[src/rtl/uart_pkg.sv]
// Shared definitions for the uart TX queue: uart and queue register offsets,
// STAT bit positions and the one-hot drain FSM encoding.
package uart_pkg;

  localparam logic [7:0] UART_CTRL   = 8'h00;
  localparam logic [7:0] UART_STATUS = 8'h04;
  localparam logic [7:0] UART_BAUD   = 8'h08;
  localparam logic [7:0] UART_TXDATA = 8'h0C;
  localparam logic [7:0] UART_RXDATA = 8'h10;

  localparam logic [7:0] Q_CTRL   = 8'h00;
  localparam logic [7:0] Q_STAT   = 8'h04;
  localparam logic [7:0] Q_TXD    = 8'h08;
  localparam logic [7:0] Q_THRESH = 8'h0C;

  localparam int unsigned STAT_EMPTY = 8;
  localparam int unsigned STAT_FULL  = 9;
  localparam int unsigned STAT_OVF   = 10;
  localparam int unsigned STAT_BUSY  = 11;

  typedef enum logic [5:0] {
    S_OFF   = 6'b000001,
    S_INIT  = 6'b000010,
    S_IDLE  = 6'b000100,
    S_POLL  = 6'b001000,
    S_WRITE = 6'b010000,
    S_WAIT  = 6'b100000
  } state_t;

  function automatic logic is_busy(input state_t s);
    return (s == S_INIT) || (s == S_POLL) || (s == S_WRITE) || (s == S_WAIT);
  endfunction

endpackage

[src/rtl/uart_tx_queue_if.sv]
// Bundle of the CPU register bus and the uart register port used by uart_tx_queue.
interface uart_tx_queue_if;
  // we_i is a single-cycle write strobe that is always accepted (no ready);
  // reads are combinational from addr_i. uart_we_o is likewise a one-cycle
  // strobe the uart always accepts; uart_data_i answers uart_addr_o in-cycle.
  logic        we_i;
  logic [31:0] addr_i;
  logic [31:0] data_i;
  logic [31:0] data_o;
  logic        uart_we_o;
  logic [31:0] uart_addr_o;
  logic [31:0] uart_data_o;
  logic [31:0] uart_data_i;

  modport master (
    output we_i, addr_i, data_i, uart_data_i,
    input  data_o, uart_we_o, uart_addr_o, uart_data_o
  );

  modport slave (
    input  we_i, addr_i, data_i, uart_data_i,
    output data_o, uart_we_o, uart_addr_o, uart_data_o
  );
endinterface

[src/rtl/sync_fifo.sv]
// Byte FIFO with push/pop/flush, level counter and combinational head byte.
module sync_fifo #(
  parameter int DEPTH = 16,
  parameter int AW    = 4
) (
  input  logic          clk,
  input  logic          rst,
  input  logic          push,
  input  logic          pop,
  input  logic          flush,
  input  logic [7:0]    wdata,
  output logic [7:0]    head,
  output logic [AW:0]   level,
  output logic          empty,
  output logic          full
);

  logic [7:0]    mem [DEPTH];
  logic [AW-1:0] wr_ptr;
  logic [AW-1:0] rd_ptr;
  logic          do_push;
  logic          do_pop;

  assign full    = (level == (AW+1)'(DEPTH));
  assign empty   = (level == '0);
  // A push into a full FIFO is dropped even when a pop frees a slot that cycle.
  assign do_push = push & ~full & ~flush;
  assign do_pop  = pop & ~empty;
  assign head    = mem[rd_ptr];

  always_ff @(posedge clk) begin
    if (!rst) begin
      wr_ptr <= '0;
      rd_ptr <= '0;
      level  <= '0;
    end else if (flush) begin
      wr_ptr <= '0;
      rd_ptr <= '0;
      level  <= '0;
    end else begin
      if (do_push) wr_ptr <= wr_ptr + 1'b1;
      if (do_pop)  rd_ptr <= rd_ptr + 1'b1;
      case ({do_push, do_pop})
        2'b10:   level <= level + 1'b1;
        2'b01:   level <= level - 1'b1;
        default: level <= level;
      endcase
    end
  end

  always_ff @(posedge clk) begin
    if (do_push) mem[wr_ptr] <= wdata;
  end

endmodule

[src/rtl/uart_tx_queue.sv]
// CPU-facing byte queue that drains into the uart TXDATA register.
// Optional THRESH register and irq_o are built when UART_TXQ_IRQ_EN is defined.
module uart_tx_queue
  import uart_pkg::*;
#(
  parameter int DEPTH = 16,
  parameter int AW    = 4
) (
  input  logic             clk,
  input  logic             rst,
  uart_tx_queue_if.slave   bus,
  output state_t           dbg_state
`ifdef UART_TXQ_IRQ_EN
  ,
  output logic             irq_o
`endif
);

  logic [7:0]  reg_addr;
  logic        wr_ctrl;
  logic        wr_stat;
  logic        wr_txd;
  logic        flush;
  logic        pop;
  logic        ctrl_en;
  logic        overflow;
  logic [7:0]  head;
  logic [AW:0] level;
  logic        empty;
  logic        full;
  logic [31:0] rdata;
  state_t      state;
  state_t      nxt;
  logic        uart_we_q;
  logic [31:0] uart_addr_q;
  logic [31:0] uart_data_q;
  logic        unused_bits;

  assign reg_addr = bus.addr_i[7:0];
  assign wr_ctrl  = bus.we_i & (reg_addr == Q_CTRL);
  assign wr_stat  = bus.we_i & (reg_addr == Q_STAT);
  assign wr_txd   = bus.we_i & (reg_addr == Q_TXD);
  assign flush    = wr_ctrl & bus.data_i[1];
  assign pop      = (state == S_WRITE);

  assign unused_bits = ^{bus.addr_i[31:8], bus.data_i[31:11], bus.data_i[9:8],
                         bus.uart_data_i[31:1]};

  sync_fifo #(.DEPTH(DEPTH), .AW(AW)) u_fifo (
    .clk   (clk),
    .rst   (rst),
    .push  (wr_txd),
    .pop   (pop),
    .flush (flush),
    .wdata (bus.data_i[7:0]),
    .head  (head),
    .level (level),
    .empty (empty),
    .full  (full)
  );

  always_ff @(posedge clk) begin
    if (!rst) begin
      ctrl_en  <= 1'b0;
      overflow <= 1'b0;
    end else begin
      if (wr_ctrl) ctrl_en <= bus.data_i[0];
      if (wr_txd && full)                     overflow <= 1'b1;
      else if (wr_stat && bus.data_i[STAT_OVF]) overflow <= 1'b0;
    end
  end

  always_comb begin
    nxt = state;
    case (state)
      S_OFF:   if (ctrl_en) nxt = S_INIT;
      S_INIT:  nxt = S_IDLE;
      S_IDLE:  if (!ctrl_en) nxt = S_OFF;
               else if (!empty) nxt = S_POLL;
      S_POLL:  if (!ctrl_en) nxt = S_OFF;
               else if (!bus.uart_data_i[0]) nxt = S_WRITE;
      S_WRITE: nxt = S_WAIT;
      S_WAIT:  nxt = S_IDLE;
      default: nxt = S_OFF;
    endcase
  end

  // uart port outputs are registered from the next state so they line up with it.
  always_ff @(posedge clk) begin
    if (!rst) begin
      state       <= S_OFF;
      uart_we_q   <= 1'b0;
      uart_addr_q <= {24'h0, UART_STATUS};
      uart_data_q <= '0;
    end else begin
      state       <= nxt;
      uart_we_q   <= (nxt == S_INIT) || (nxt == S_WRITE);
      uart_addr_q <= (nxt == S_INIT)  ? {24'h0, UART_CTRL} :
                     (nxt == S_WRITE) ? {24'h0, UART_TXDATA} : {24'h0, UART_STATUS};
      uart_data_q <= (nxt == S_INIT)  ? 32'h1 :
                     (nxt == S_WRITE) ? {24'h0, head} : 32'h0;
    end
  end

  // The strobe is masked by reset so an interrupted write never reaches the uart.
  assign bus.uart_we_o   = uart_we_q & rst;
  assign bus.uart_addr_o = uart_addr_q;
  assign bus.uart_data_o = uart_data_q;
  assign dbg_state       = state;

`ifdef UART_TXQ_IRQ_EN
  logic [AW:0] thresh;
  logic        irq_q;
  logic        wr_thresh;

  assign wr_thresh = bus.we_i & (reg_addr == Q_THRESH);

  always_ff @(posedge clk) begin
    if (!rst) begin
      thresh <= '0;
      irq_q  <= 1'b0;
    end else begin
      if (wr_thresh) thresh <= bus.data_i[AW:0];
      irq_q <= ctrl_en & (level <= thresh);
    end
  end

  assign irq_o = irq_q;
`endif

  always_comb begin
    rdata = '0;
    if (rst) begin
      case (reg_addr)
        Q_CTRL: rdata[0] = ctrl_en;
        Q_STAT: begin
          rdata[AW:0]       = level;
          rdata[STAT_EMPTY] = empty;
          rdata[STAT_FULL]  = full;
          rdata[STAT_OVF]   = overflow;
          rdata[STAT_BUSY]  = is_busy(state);
        end
`ifdef UART_TXQ_IRQ_EN
        Q_THRESH: rdata[AW:0] = thresh;
`endif
        default: rdata = '0;
      endcase
    end
  end

  assign bus.data_o = rdata;

endmodule
[src/flat_wrapper.sv]
// flat-port wrapper written by rule: the top's interface ports become plain ports
module uart_tx_queue_flat import uart_pkg::*;
#(
  parameter int DEPTH = 16,
  parameter int AW    = 4
)
  (clk, rst, dbg_state, bus_we_i, bus_addr_i, bus_data_i, bus_uart_data_i, bus_data_o, bus_uart_we_o, bus_uart_addr_o, bus_uart_data_o);
  uart_tx_queue_if bus_i ();
  input  logic clk;
  input  logic rst;
  output state_t dbg_state;
  input wire logic [$bits(bus_i.we_i)-1:0] bus_we_i;
  input wire logic [$bits(bus_i.addr_i)-1:0] bus_addr_i;
  input wire logic [$bits(bus_i.data_i)-1:0] bus_data_i;
  input wire logic [$bits(bus_i.uart_data_i)-1:0] bus_uart_data_i;
  output wire logic [$bits(bus_i.data_o)-1:0] bus_data_o;
  output wire logic [$bits(bus_i.uart_we_o)-1:0] bus_uart_we_o;
  output wire logic [$bits(bus_i.uart_addr_o)-1:0] bus_uart_addr_o;
  output wire logic [$bits(bus_i.uart_data_o)-1:0] bus_uart_data_o;
  assign bus_i.we_i = bus_we_i;
  assign bus_i.addr_i = bus_addr_i;
  assign bus_i.data_i = bus_data_i;
  assign bus_i.uart_data_i = bus_uart_data_i;
  assign bus_data_o = bus_i.data_o;
  assign bus_uart_we_o = bus_i.uart_we_o;
  assign bus_uart_addr_o = bus_i.uart_addr_o;
  assign bus_uart_data_o = bus_i.uart_data_o;
  uart_tx_queue #(.DEPTH(DEPTH), .AW(AW)) u_core (.clk(clk), .rst(rst), .bus(bus_i), .dbg_state(dbg_state));
endmodule
[config.mk]
export PLATFORM = sky130hd
export DESIGN_NAME = uart_tx_queue_flat
export DESIGN_NICKNAME = d
export VERILOG_FILES = /design/src/rtl/uart_pkg.sv /design/src/rtl/uart_tx_queue_if.sv /design/src/rtl/sync_fifo.sv /design/src/rtl/uart_tx_queue.sv /design/src/flat_wrapper.sv
export SDC_FILE = /design/constraint.sdc
export NUM_CORES = 1
export LEC_CHECK = 0
export ABC_AREA = 0
export CAP_MARGIN = 20
export CORE_MARGIN = 2
export CORE_UTILIZATION = 52
export CTS_CLUSTER_DIAMETER = 120
export DETAILED_ROUTE_END_ITERATION = 6
export HOLD_SLACK_MARGIN = 0.08
export PLACE_DENSITY_LB_ADDON = 0.15
export SETUP_SLACK_MARGIN = 0.2
export SLEW_MARGIN = 0
export SYNTH_ARGS = -nofsm -noshare
export SYNTH_HDL_FRONTEND = slang
export SYNTH_SLANG_ARGS = --single-unit
[constraint.sdc]
create_clock -name clk -period 9.2 [get_ports clk]
set_input_delay 2.76 -clock clk [delete_from_list [all_inputs] [get_ports clk]]
set_output_delay 2.76 -clock clk [all_outputs]
set_load 0.01 [all_outputs]
==> results.sh <==
export IMPL_run_status="complete, no violations"
export IMPL_post_synth_cell_area_avg_um2=14.61
export IMPL_routabilityCongestion=0.7723
export IMPL_clk_latency_ns=0.42
export IMPL_dieWidth_um=121.6
export IMPL_placed_cell_area_mm2=0.007511
export IMPL_number_of_antenna_violations_at_the_first_check_in_global_routing=0
export IMPL_final_area_mm2=0.008093
export IMPL_areaGrowthSynthToFinish_pct=12.58
export IMPL_cts_buffers_inserted=17
export IMPL_synthMostInstantiatedCell="edfxtp_1"
export IMPL_grt_setup_unrepaired="no"
export IMPL_worst_slew_pin_slew_ns=0.9822
export IMPL_clock_sinks=164
export IMPL_detail_route_drc_violations=0
export IMPL_timing_setup_tns_ns=0
export IMPL_timing_clock_skew_ns=0.01073
export IMPL_critical_path_max_stage_delay_ns=0.66
export IMPL_first_iter_violations=287
export IMPL_hold_class="register to register"
export IMPL_p_int_mw=1.219
export IMPL_cts_root_buffer_cell="clkbuf_16"
export IMPL_critical_path_reg2reg_startpoint="u_core.u_fifo.level[0]$_SDFFE_PP0P_"
export IMPL_post_cts_hold_buffer_count=0
export IMPL_critPathMaxFanout=6
export IMPL_synth_ff_type="edfxtp_1"
export IMPL_relSlewSlack=0.3428
export IMPL_p_seq_frac=0.524
export IMPL_clockBufferDepth=2
export IMPL_ranking_of_synthesized_cells_by_instance_count="128 x edfxtp_1, 77 x buf_4, 36 x dfxtp_1"
export IMPL_track_usage=0.1958
export IMPL_post_synth_inst_count=492
export IMPL_routed_wirelength_um=13160
export IMPL_post_synth_top_area_cell="edfxtp_1"
export IMPL_grt_pass1_vias=3707
export IMPL_synth_cell_area_mm2=0.007188
export IMPL_initial_utilization=0.5385
export IMPL_synthArstFlopShare=0
export IMPL_p_comb_frac=0.024
export IMPL_synth_edf_count=128
export IMPL_drt_first_pass_iters=5
export IMPL_swShare=0.1982
export IMPL_crit_chain="clkdlybuf4s50_1 -> or4_1 -> nor3_1 -> nand3_1 -> nor3_1 -> clkdlybuf4s50_1"
export IMPL_post_route_cells_drive_above_1_share=0.1337
export IMPL_post_cts_setup_buffers=0
export IMPL_postRouteAntennaNets=0
export IMPL_synth_top_area_frac=0.5347
export IMPL_fmax_mhz=127.2
export IMPL_crit_path_start_kind="primary input"
export IMPL_worst_setup_path_type="primary input to output pin"
export IMPL_placeableCoreArea_mm2=0.01335
export IMPL_detailroute_via_count=3831
export IMPL_hold_path_startpoint="u_core.u_fifo.wr_ptr[0]$_SDFFE_PP0P_"
export IMPL_crit_required_ns=6.44
export IMPL_netSwitchingPower_mw=0.3014
export IMPL_grt_first_pass_wirelength_um=20940
export IMPL_post_cts_resized_instances=0
export IMPL_die_height_um=121.6
export IMPL_fin_crit_sh=0.8545
export IMPL_clock_power_share=0.452
export IMPL_cpMaxStageDelayCell="or4_1"
export IMPL_buffer_ports_inserted=46
export IMPL_clock_period_minus_final_worst_setup_slack_ns=7.861
export IMPL_worst_ep_arrival_time_ns=5.10
export IMPL_grt_start_max_net_pins=34
export IMPL_viasPerCell=5.306
export IMPL_timing_critical_path_from="bus_addr_i[5]"
export IMPL_finish_net_count=642
export IMPL_yosys_top_cells_area="edfxtp_1 53%, dfxtp_1 10%, mux4_2 9.7%"
export IMPL_total_inserted_antenna_cells=0
export IMPL_tritoncts="done"
export IMPL_setup_viol=0
export IMPL_worstSetupEndpointType="output pin"
export IMPL_drv_slew=0
export IMPL_static_leakage_nw=2.802
export IMPL_power_density_cell_area_mw_per_mm2=187.9
export IMPL_rows=42
export IMPL_detailedPlacementHpwl_um=8573
export IMPL_io_pin_count=202
export IMPL_clkSlewWorstSetupHoldPaths_ns=0.06
export IMPL_warnings_from_yosys=0
export IMPL_globalRoute_totalOverflow=0
export IMPL_drt_wirelength_per_cell_um=18.23
export IMPL_synth_seq_cells=164
export IMPL_cts_max_level=4
export IMPL_synth_yosys_seq_area_share=0.6350
export IMPL_design_die_area_mm2=0.01478
export IMPL_number_of_distinct_library_cells_after_synthesis=50
export IMPL_worst_ir_drop_vdd_v=0.0001270
export IMPL_max_cap_viols=0
export IMPL_timing_final_hold_violations=0
-- sequential cells by signal (all words and copies together), names as in the netlist, 2 cells and up, named ones only --
register,count
u_core.bus.uart_data_o,8
u_core.bus.uart_addr_o,2
u_core.u_fifo.wr_ptr,4
u_core.u_fifo.rd_ptr,4
u_core.u_fifo.mem,128
u_core.dbg_state,6
u_core.u_fifo.level,5
-- through the flow --
step	util	std cells	power (mW)	setup slack [ns]	hold slack (ns)
CTS	0.6063	722	1.531	1.337	0.5135
detailed placement	0.5627	690	0.8486	1.340	0.5052
global placement	0.5627	690	0.8477	1.344	0.4797
floorplan	-	568	0.8553	2.365	0.4588
global route	0.6063	722	1.566	1.104	0.5505
finish	0.6063	722	1.521	1.339	0.5106
-- layout make-up --
class | count | area, µm²
Fill cell | 1042 | 5255
Sequential cell | 164 | 4567
Multi-Input combinational cell | 291 | 2211
Timing Repair Buffer | 47 | 467.9
Clock buffer | 20 | 456.7
Tap cell | 176 | 220.2
Clock inverter | 12 | 125.1
Inverter | 12 | 45.04
-- layer usage --
layer / vias up / global-route usage / wire length [µm]
li1: 1777 / - / -
met1: 1921 / 0.2785 / 5862
met2: 125 / 0.3034 / 6444
met3: 8 / 0.05056 / 731
met4: 0 / 0.05460 / 121
met5: - / 0 / 0
-- path summary, 6_finish.rpt --
check / endpoint / slack [ns] / depth (start not counted)
hold reg to reg: u_core.u_fifo.wr_ptr[0]$_SDFFE_PP0P_ / 0.51 / 2
setup / recovery: bus_data_o[8] / 1.34 / 6
setup reg to reg: u_core.u_fifo.level[4]$_SDFFE_PP0P_ / 6.04 / 9
hold / removal: u_core.u_fifo.wr_ptr[0]$_SDFFE_PP0P_ / 0.51 / 2
-- cells in the final DEF, fill, tap and decap left out, types with 3 or more instances in the layout --
cell             count
a22oi_1             14
or4_1                3
nor3_1               3
mux2i_1              7
nor2_1              29
edfxtp_1           128
nand2_1             15
nor4_1               3
nand3b_1             4
nor2b_1              6
nand2b_1             3
nor4b_1              4
clkdlybuf4s50_1     46
and3_1               4
o21ai_0              5
inv_1               11
nand3_1             11
clkinv_2             4
nor3_2               4
xor2_1               5
or3_1                4
inv_6                3
ha_1                 9
and2_1               7
a21oi_1             16
clkbuf_16           17
mux4_2              31
dfxtp_1             34
conb_1              77
-- power by group through the flow --
| stage | Combinational, mW | Clock (mW) | Sequential, mW |
|---|---|---|---|
| finish | 0.0358 | 0.687 | 0.798 |
| global route | 0.0408 | 0.728 | 0.797 |
| CTS | 0.0353 | 0.698 | 0.798 |
| detailed placement | 0.0353 | 0 | 0.813 |
| global placement | 0.0344 | 0 | 0.813 |
| floorplan | 0.0419 | 0 | 0.813 |
-- worst max-delay path: cells and delay by family --
kind	cells	cell delay (ns)
buffers and inverters	2	0.96
AND/OR/NAND/NOR	4	1.37
-- logic make-up after synthesis --
logic type | after synthesis | share of synthesized area
AOI/OAI and AO/OA | 52 | 0.05118
xor gates and xnor gates | 7 | 0.008529
adders and majority gates | 10 | 0.01845
buffers and inverters | 113 | 0.09991
DFF | 164 | 0.6350
muxes | 38 | 0.1069
other | 1 | 0.0005217
and+or+nand+nor | 107 | 0.07954
Power figures use the tool's default switching activity.
